===== config.mk =====
export PLATFORM = sky130hd
export DESIGN_NAME = clk_gen_monitor
export DESIGN_NICKNAME = d
export VERILOG_FILES = /design/src/rtl/clk_gen_monitor_pkg.sv /design/src/rtl/clk_gen_monitor_sync.sv /design/src/rtl/clk_gen_monitor.sv
export SDC_FILE = /design/constraint.sdc
export NUM_CORES = 1
export LEC_CHECK = 0
export BUFFER_PORTS_ARGS = -buffer_cell sky130_fd_sc_hd__buf_2
export CAP_MARGIN = 25
export CORE_MARGIN = 10
export CORE_UTILIZATION = 32
export CTS_CLUSTER_DIAMETER = 40
export DETAILED_ROUTE_END_ITERATION = 12
export PLACE_DENSITY = 0.54
export SLEW_MARGIN = 5
export SYNTH_ARGS = -nofsm -noshare
export SYNTH_HDL_FRONTEND = slang
export SYNTH_SLANG_ARGS = --single-unit

===== constraint.sdc =====
create_clock -name BUS_CLK -period 6.7 [get_ports BUS_CLK]
set_clock_uncertainty 0.05 [all_clocks]
set_input_delay 0.67 -clock BUS_CLK [delete_from_list [all_inputs] [get_ports BUS_CLK]]
set_output_delay 0.67 -clock BUS_CLK [all_outputs]
set_load 0.01 [all_outputs]

===== src/rtl/clk_gen_monitor_pkg.sv =====
// Shared types and constants for the clock-generator supervisor.
// Provides the FSM state type, default clock rates, output widths and a
// helper that converts a gate length into the nominal encode edge count.
`timescale 1ns/1ps
package clk_gen_monitor_pkg;

    typedef enum logic [1:0] {
        ST_UNLOCKED = 2'd0,
        ST_SETTLE   = 2'd1,
        ST_RUN      = 2'd2
    } state_e;

    localparam int unsigned BUS_CLK_HZ = 48_000_000;
    localparam int unsigned ENC_HZ     = 10_000_000;
    localparam int unsigned ENC_CNT_W  = 16;
    localparam int unsigned LOSS_CNT_W = 8;

    // Nominal encode rising edges seen in a window of gate_cycles bus clocks.
    function automatic int unsigned expected_enc_count(input int unsigned gate_cycles);
        logic [63:0] prod;
        prod = 64'(gate_cycles) * 64'(ENC_HZ);
        return 32'(prod / 64'(BUS_CLK_HZ));
    endfunction

endpackage


===== src/rtl/clk_gen_monitor_sync.sv =====
// Multi-flop synchronizer for one asynchronous bit.
// Ports: clk, rst_n (synchronous, active low), d (async input),
//        q (d delayed by SYNC_STAGES clk cycles).
`timescale 1ns/1ps
module cdc_sync_bit #(
    parameter int unsigned SYNC_STAGES = 2
) (
    input  logic clk,
    input  logic rst_n,
    input  logic d,
    output logic q
);

    logic [SYNC_STAGES-1:0] sync_q;
    logic [SYNC_STAGES-1:0] sync_d;

    // Shift the raw input into the chain; bit 0 is the metastable stage.
    always_comb begin
        sync_d = {sync_q[SYNC_STAGES-2:0], d};
    end

    always_ff @(posedge clk) begin
        if (!rst_n) begin
            sync_q <= '0;
        end else begin
            sync_q <= sync_d;
        end
    end

    assign q = sync_q[SYNC_STAGES-1];

endmodule


===== src/rtl/clk_gen_monitor.sv =====
// Clock generator supervisor on BUS_CLK.
// Holds SYS_RST_N low until the generator lock has been stable, measures the
// ADC encode clock over a fixed gate window and tracks lock-loss events.
// Ports:
//   BUS_CLK, BUS_RST_N      - bus clock, synchronous active-low reset
//   LOCKED_IN, ENC_IN       - asynchronous lock flag and encode clock
//   CLEAR_STATS             - pulse, clears LOSS_COUNT
//   SYS_RST_N               - downstream synchronous active-low reset
//   CLK_OK                  - running with an in-range last measurement
//   ENC_COUNT/ENC_VALID     - last window edge count and its update strobe
//   ENC_FAULT               - last window out of [ENC_MIN, ENC_MAX]
//   LOSS_COUNT              - saturating lock-loss event count
`timescale 1ns/1ps
module clk_gen_monitor
    import clk_gen_monitor_pkg::*;
#(
    parameter int unsigned SYNC_STAGES        = 2,
    parameter int unsigned LOCK_STABLE_CYCLES = 1024,
    parameter int unsigned GATE_CYCLES        = 48000,
    parameter int unsigned ENC_MIN            = 9990,
    parameter int unsigned ENC_MAX            = 10010
) (
    input  logic                  BUS_CLK,
    input  logic                  BUS_RST_N,
    input  logic                  LOCKED_IN,
    input  logic                  ENC_IN,
    input  logic                  CLEAR_STATS,
    output logic                  SYS_RST_N,
    output logic                  CLK_OK,
    output logic [ENC_CNT_W-1:0]  ENC_COUNT,
    output logic                  ENC_VALID,
    output logic                  ENC_FAULT,
    output logic [LOSS_CNT_W-1:0] LOSS_COUNT
);

    localparam int unsigned SETTLE_W = (LOCK_STABLE_CYCLES > 1) ? $clog2(LOCK_STABLE_CYCLES) : 1;
    localparam int unsigned GATE_W   = (GATE_CYCLES > 1) ? $clog2(GATE_CYCLES) : 1;
    localparam logic [SETTLE_W-1:0]   SETTLE_LAST  = SETTLE_W'(LOCK_STABLE_CYCLES - 1);
    localparam logic [GATE_W-1:0]     GATE_LAST    = GATE_W'(GATE_CYCLES - 1);
    localparam logic [ENC_CNT_W-1:0]  ENC_CNT_MAX  = '1;
    localparam logic [LOSS_CNT_W-1:0] LOSS_CNT_MAX = '1;

    logic lock_s;
    logic enc_s;

    state_e                  state_q, state_d;
    logic [SETTLE_W-1:0]     settle_q, settle_d;
    logic [GATE_W-1:0]       gate_q, gate_d;
    logic [ENC_CNT_W-1:0]    edge_q, edge_d;
    logic                    enc_prev_q, enc_prev_d;
    logic                    win_done_q, win_done_d;
    logic                    sys_rst_n_q, sys_rst_n_d;
    logic                    clk_ok_q, clk_ok_d;
    logic [ENC_CNT_W-1:0]    enc_count_q, enc_count_d;
    logic                    enc_valid_q, enc_valid_d;
    logic                    enc_fault_q, enc_fault_d;
    logic [LOSS_CNT_W-1:0]   loss_q, loss_d;

    logic                    enc_rise;
    logic [ENC_CNT_W-1:0]    win_total;
    logic                    win_end;
    logic                    loss_evt;

    cdc_sync_bit #(.SYNC_STAGES(SYNC_STAGES)) u_sync_lock (
        .clk   (BUS_CLK),
        .rst_n (BUS_RST_N),
        .d     (LOCKED_IN),
        .q     (lock_s)
    );

    cdc_sync_bit #(.SYNC_STAGES(SYNC_STAGES)) u_sync_enc (
        .clk   (BUS_CLK),
        .rst_n (BUS_RST_N),
        .d     (ENC_IN),
        .q     (enc_s)
    );

    // Lock FSM, gate/edge counters, measurement result and loss statistics.
    always_comb begin
        state_d     = state_q;
        settle_d    = settle_q;
        gate_d      = '0;
        edge_d      = '0;
        win_done_d  = 1'b0;
        enc_prev_d  = enc_s;
        enc_count_d = enc_count_q;
        enc_valid_d = 1'b0;
        enc_fault_d = enc_fault_q;
        loss_d      = loss_q;
        win_end     = 1'b0;
        loss_evt    = 1'b0;

        enc_rise  = enc_s & ~enc_prev_q;
        // Running total including an edge on the current cycle, saturating.
        win_total = (edge_q == ENC_CNT_MAX) ? edge_q : edge_q + ENC_CNT_W'(enc_rise);

        case (state_q)
            ST_UNLOCKED: begin
                if (lock_s) begin
                    state_d  = ST_SETTLE;
                    settle_d = '0;
                end
            end
            ST_SETTLE: begin
                if (!lock_s) begin
                    state_d = ST_UNLOCKED;
                end else if (settle_q == SETTLE_LAST) begin
                    state_d = ST_RUN;
                end else begin
                    settle_d = settle_q + SETTLE_W'(1);
                end
            end
            ST_RUN: begin
                if (!lock_s) begin
                    state_d  = ST_UNLOCKED;
                    loss_evt = 1'b1;
                end
            end
            default: state_d = ST_UNLOCKED;
        endcase

        // Counters advance only while staying in RUN; a lock loss discards the window.
        if ((state_q == ST_RUN) && (state_d == ST_RUN)) begin
            win_end    = (gate_q == GATE_LAST);
            gate_d     = win_end ? '0 : gate_q + GATE_W'(1);
            edge_d     = win_end ? '0 : win_total;
            win_done_d = win_done_q | win_end;
        end

        if (win_end) begin
            enc_count_d = win_total;
            enc_valid_d = 1'b1;
            enc_fault_d = (32'(win_total) < ENC_MIN) || (32'(win_total) > ENC_MAX);
        end

        // A clear coinciding with a loss event still records that event.
        if (CLEAR_STATS) begin
            loss_d = '0;
        end
        if (loss_evt && (loss_d != LOSS_CNT_MAX)) begin
            loss_d = loss_d + LOSS_CNT_W'(1);
        end

        sys_rst_n_d = (state_d == ST_RUN);
        clk_ok_d    = (state_d == ST_RUN) && win_done_d && !enc_fault_d;
    end

    always_ff @(posedge BUS_CLK) begin
        if (!BUS_RST_N) begin
            state_q     <= ST_UNLOCKED;
            settle_q    <= '0;
            gate_q      <= '0;
            edge_q      <= '0;
            enc_prev_q  <= 1'b0;
            win_done_q  <= 1'b0;
            sys_rst_n_q <= 1'b0;
            clk_ok_q    <= 1'b0;
            enc_count_q <= '0;
            enc_valid_q <= 1'b0;
            enc_fault_q <= 1'b0;
            loss_q      <= '0;
        end else begin
            state_q     <= state_d;
            settle_q    <= settle_d;
            gate_q      <= gate_d;
            edge_q      <= edge_d;
            enc_prev_q  <= enc_prev_d;
            win_done_q  <= win_done_d;
            sys_rst_n_q <= sys_rst_n_d;
            clk_ok_q    <= clk_ok_d;
            enc_count_q <= enc_count_d;
            enc_valid_q <= enc_valid_d;
            enc_fault_q <= enc_fault_d;
            loss_q      <= loss_d;
        end
    end

    assign SYS_RST_N  = sys_rst_n_q;
    assign CLK_OK     = clk_ok_q;
    assign ENC_COUNT  = enc_count_q;
    assign ENC_VALID  = enc_valid_q;
    assign ENC_FAULT  = enc_fault_q;
    assign LOSS_COUNT = loss_q;

endmodule


==> results.cfg <==
[status]
status = complete, no violations

[hold_path]
hold_class = reg -> reg
min_to = u_sync_enc.sync_q[1]
hold_path.startpoint = u_sync_enc.sync_q[0]
hold_depth = 1

[placed_design]
gp_congestion = 0.789
hpwl_mm = 5.56
numPortBuffers = 32

[synth]
netlist-cell-type-count = 48
yosys_warnings = 0
synth_nets = 422
synth_area_sq_mm = 0.00356
ys.flop_type = dfxtp_1
async_flop_share_pct = 0
synth_seq_area_share_pct = 43.9
syn_avg_cell_area_sq_um = 8.66
yosysTopAreaCellShare_pct = 43.9
synth_seq_cells = 78
synth_edf_count = 0
yosys-top-cells-area = dfxtp_1, nor2_1, xnor2_1
synthCells = 411
synth_top_area_cell = dfxtp_1

[global_route]
grt_antenna_before_repair = 0
grt_pass1_wl_mm = 13.2
gr-usage-all-layers_pct = 9.97
overflow = 0
grt_start_max_net_pins = 36
grt_pass1_vias = 2735

[cts]
htreeDepth = 3
clockBufferDepth = 2
cts_tree = done
root_buffer = clkbuf_8
worstSkewPairLatency_ns = 0.36
cts_hold_buf = 0
cts-buffers-inserted = 9
clk_pin_slew_worst_paths_ns = 0.08
postCtsSetupBuffers = 0
cts_sinks = 78
cts_resized = 0

[critical_path]
critical_path_required_ns = 6.90
crit_slowest_cell = nor4_1
regToRegEndpoint = ENC_COUNT[10]
reg2reg_depth = 8
worstPathMaxFanout = 21
r2r-start = gate_q[0]
r2r_slack_ns = 4.12
slowest_delay_ns = 0.53
crit_type = reg -> reg
cp-start-kind = flop
worstPathArrival_ns = 2.79
endpoint_kind = flop
crit_chain = ha_1 > nand4_1 > nor4_1 > nand3_1 > buf_8 > nand2_1 > o21ai_0 > and2_1
startpoint = gate_q[0]

[die]
io_pins = 33
initial_utilization_pct = 32.8
die_y_um = 125
dieWidth_um = 125
coreArea_sq_mm = 0.0108
rows = 38
fp.dieArea_sq_mm = 0.0157

[final_layout]
drive_gt1_share_pct = 12.9
multi_input_area_sq_mm = 0.00187
area_growth_pct = 12.9
ff_latch_area_sq_mm = 0.00156
antenna-diode-count = 0
final_net_count = 448
fill_cells = 1140
final_util_pct = 37.0

[sta]
slew_viol_final = 0
tightest_slew_ns = 0.654
slew_headroom_pct = 56.1
setup_viol_count_final = 0
max_freq_ghz = 0.387
finalCritPeriodShare_pct = 38.6
setup-tns-final_ns = 0
period_minus_slack_ns = 2.58
hold_viol = 0
rsz0062_at_grt = false

[pwr]
p_per_area_mw_per_mm2 = 211
p_leak_nw = 1.45
max-vdd-ir-drop_mv = 0.128

[job]
drv_cap = 0

[routing]
vias = 2837
drc_errors = 0
wl_mm = 7.86
firstDrtPassIters = 4
routed_via_density = 4.87
ant_nets = 0
drt_first_iter_violations = 147
wl_per_cell_um = 13.5
[how the worst max path moves through the flow]
stage               cells past startpoint             to  slack, ns
finish                                  8  ENC_COUNT[10]       4.12
CTS                                     7  ENC_COUNT[10]       3.75
detailed placement                      7  ENC_COUNT[10]       3.76
global placement                        6   ENC_COUNT[2]       3.91
floorplan                               6      ENC_FAULT       4.37
global route                            8   ENC_COUNT[9]       3.87
[cells in the mapped netlist, types with 7 or more instances]
cell,instances
a21oi_1,15
and2_1,23
and4_1,11
clkbuf_1,11
dfxtp_1,78
nand2_1,31
nand2b_1,7
nand3_1,25
nand4_1,11
nor2_1,52
nor2b_1,10
nor3_1,9
o21ai_0,22
xnor2_1,18
xor2_1,16
[cell families (layout without fill, tap and decap cells)]
kind of cell / count (synthesis) / in the layout / share of synthesized area, %
and+or+nand+nor: 209 / 209 / 31.5
buffers and inverters: 24 / 55 / 3.48
xor gates and xnor gates: 34 / 34 / 8.37
adders and majority gates: 6 / 6 / 2.11
muxes: 3 / 3 / 0.844
DFF: 78 / 78 / 43.9
AOI/OAI and AO/OA: 57 / 57 / 9.78
[sequential cells by signal, indices dropped and copies added (netlist names), 2 cells and up]
name and cells:
ENC_COUNT 16, LOSS_COUNT 8, u_sync_lock.sync_q 2, settle_q 10, gate_q 16, state_q 2
u_sync_enc.sync_q 2, edge_q 16
[final cells by class]
cell class,count,area share [%]
inverters,6,0.561
well taps,140,4.36
clock inverters,5,1.43
clock buffers,11,3.77
repair buffers,33,4.36
flip-flops and latches,78,38.9
multi-input cells,309,46.6
[placed cells by master (no fill, tap or decap), types with 3 or more instances in the layout]
cell | Yosys | layout
and2_1 | 23 | 23
clkbuf_8 | 0 | 11
nor2_1 | 52 | 52
nand2b_1 | 7 | 7
inv_1 | 6 | 6
nor2b_1 | 10 | 10
dfxtp_1 | 78 | 78
or3_1 | 5 | 5
a21oi_1 | 15 | 15
a41oi_1 | 3 | 3
xor2_1 | 16 | 16
mux2i_1 | 3 | 3
and3_1 | 6 | 6
o21ai_0 | 22 | 22
nor4_1 | 4 | 4
nand3_1 | 25 | 25
and4_1 | 11 | 11
xnor2_1 | 18 | 18
nor3_1 | 9 | 9
nand4_1 | 11 | 11
ha_1 | 6 | 6
buf_2 | 0 | 32
nand2_1 | 31 | 31
[power breakdown]
part	leakage (nW)	total [mW]	internal, mW	switching [mW]
clock network	0.109	0.370	0.192	0.178
logic	0.712	0.00955	0.00331	0.00624
registers	0.629	0.466	0.465	0.00119
[stage by stage]
stage                     instance area [sq um]  std cells  setup WS (ns)  power (mW)  hold slack (ns)
after floorplan                            3560        411           4.37       0.483            0.362
after global placement                     3790        565           3.91       0.487            0.378
after detailed placement                   3790        565           3.76       0.487            0.375
after CTS                                  4000        581           3.75       0.863            0.396
after global routing                       4020        582           3.87       0.880            0.414
final                                      4020        582           4.12       0.846            0.393
[worst max-delay path: cells and delay by family (launching register included)]
kind / cells / cell delay [ns]
AO/OA/AOI/OAI: 1 / 0.06
buffers and inverters: 1 / 0.31
adder cells (fa/ha/maj): 1 / 0.22
AND/OR/NAND/NOR: 5 / 1.47
flip-flops: 1 / 0.37
[routing by layer]
layer  GRT usage, %  part of all wire, %  up-vias
met5              0                    0        -
met4           4.34                  1.9        0
met3           3.08                  3.8       12
met2           15.8                   47       41
met1           12.2                   47     1301
li1               -                    -     1483
Power figures use the tool's default switching activity.
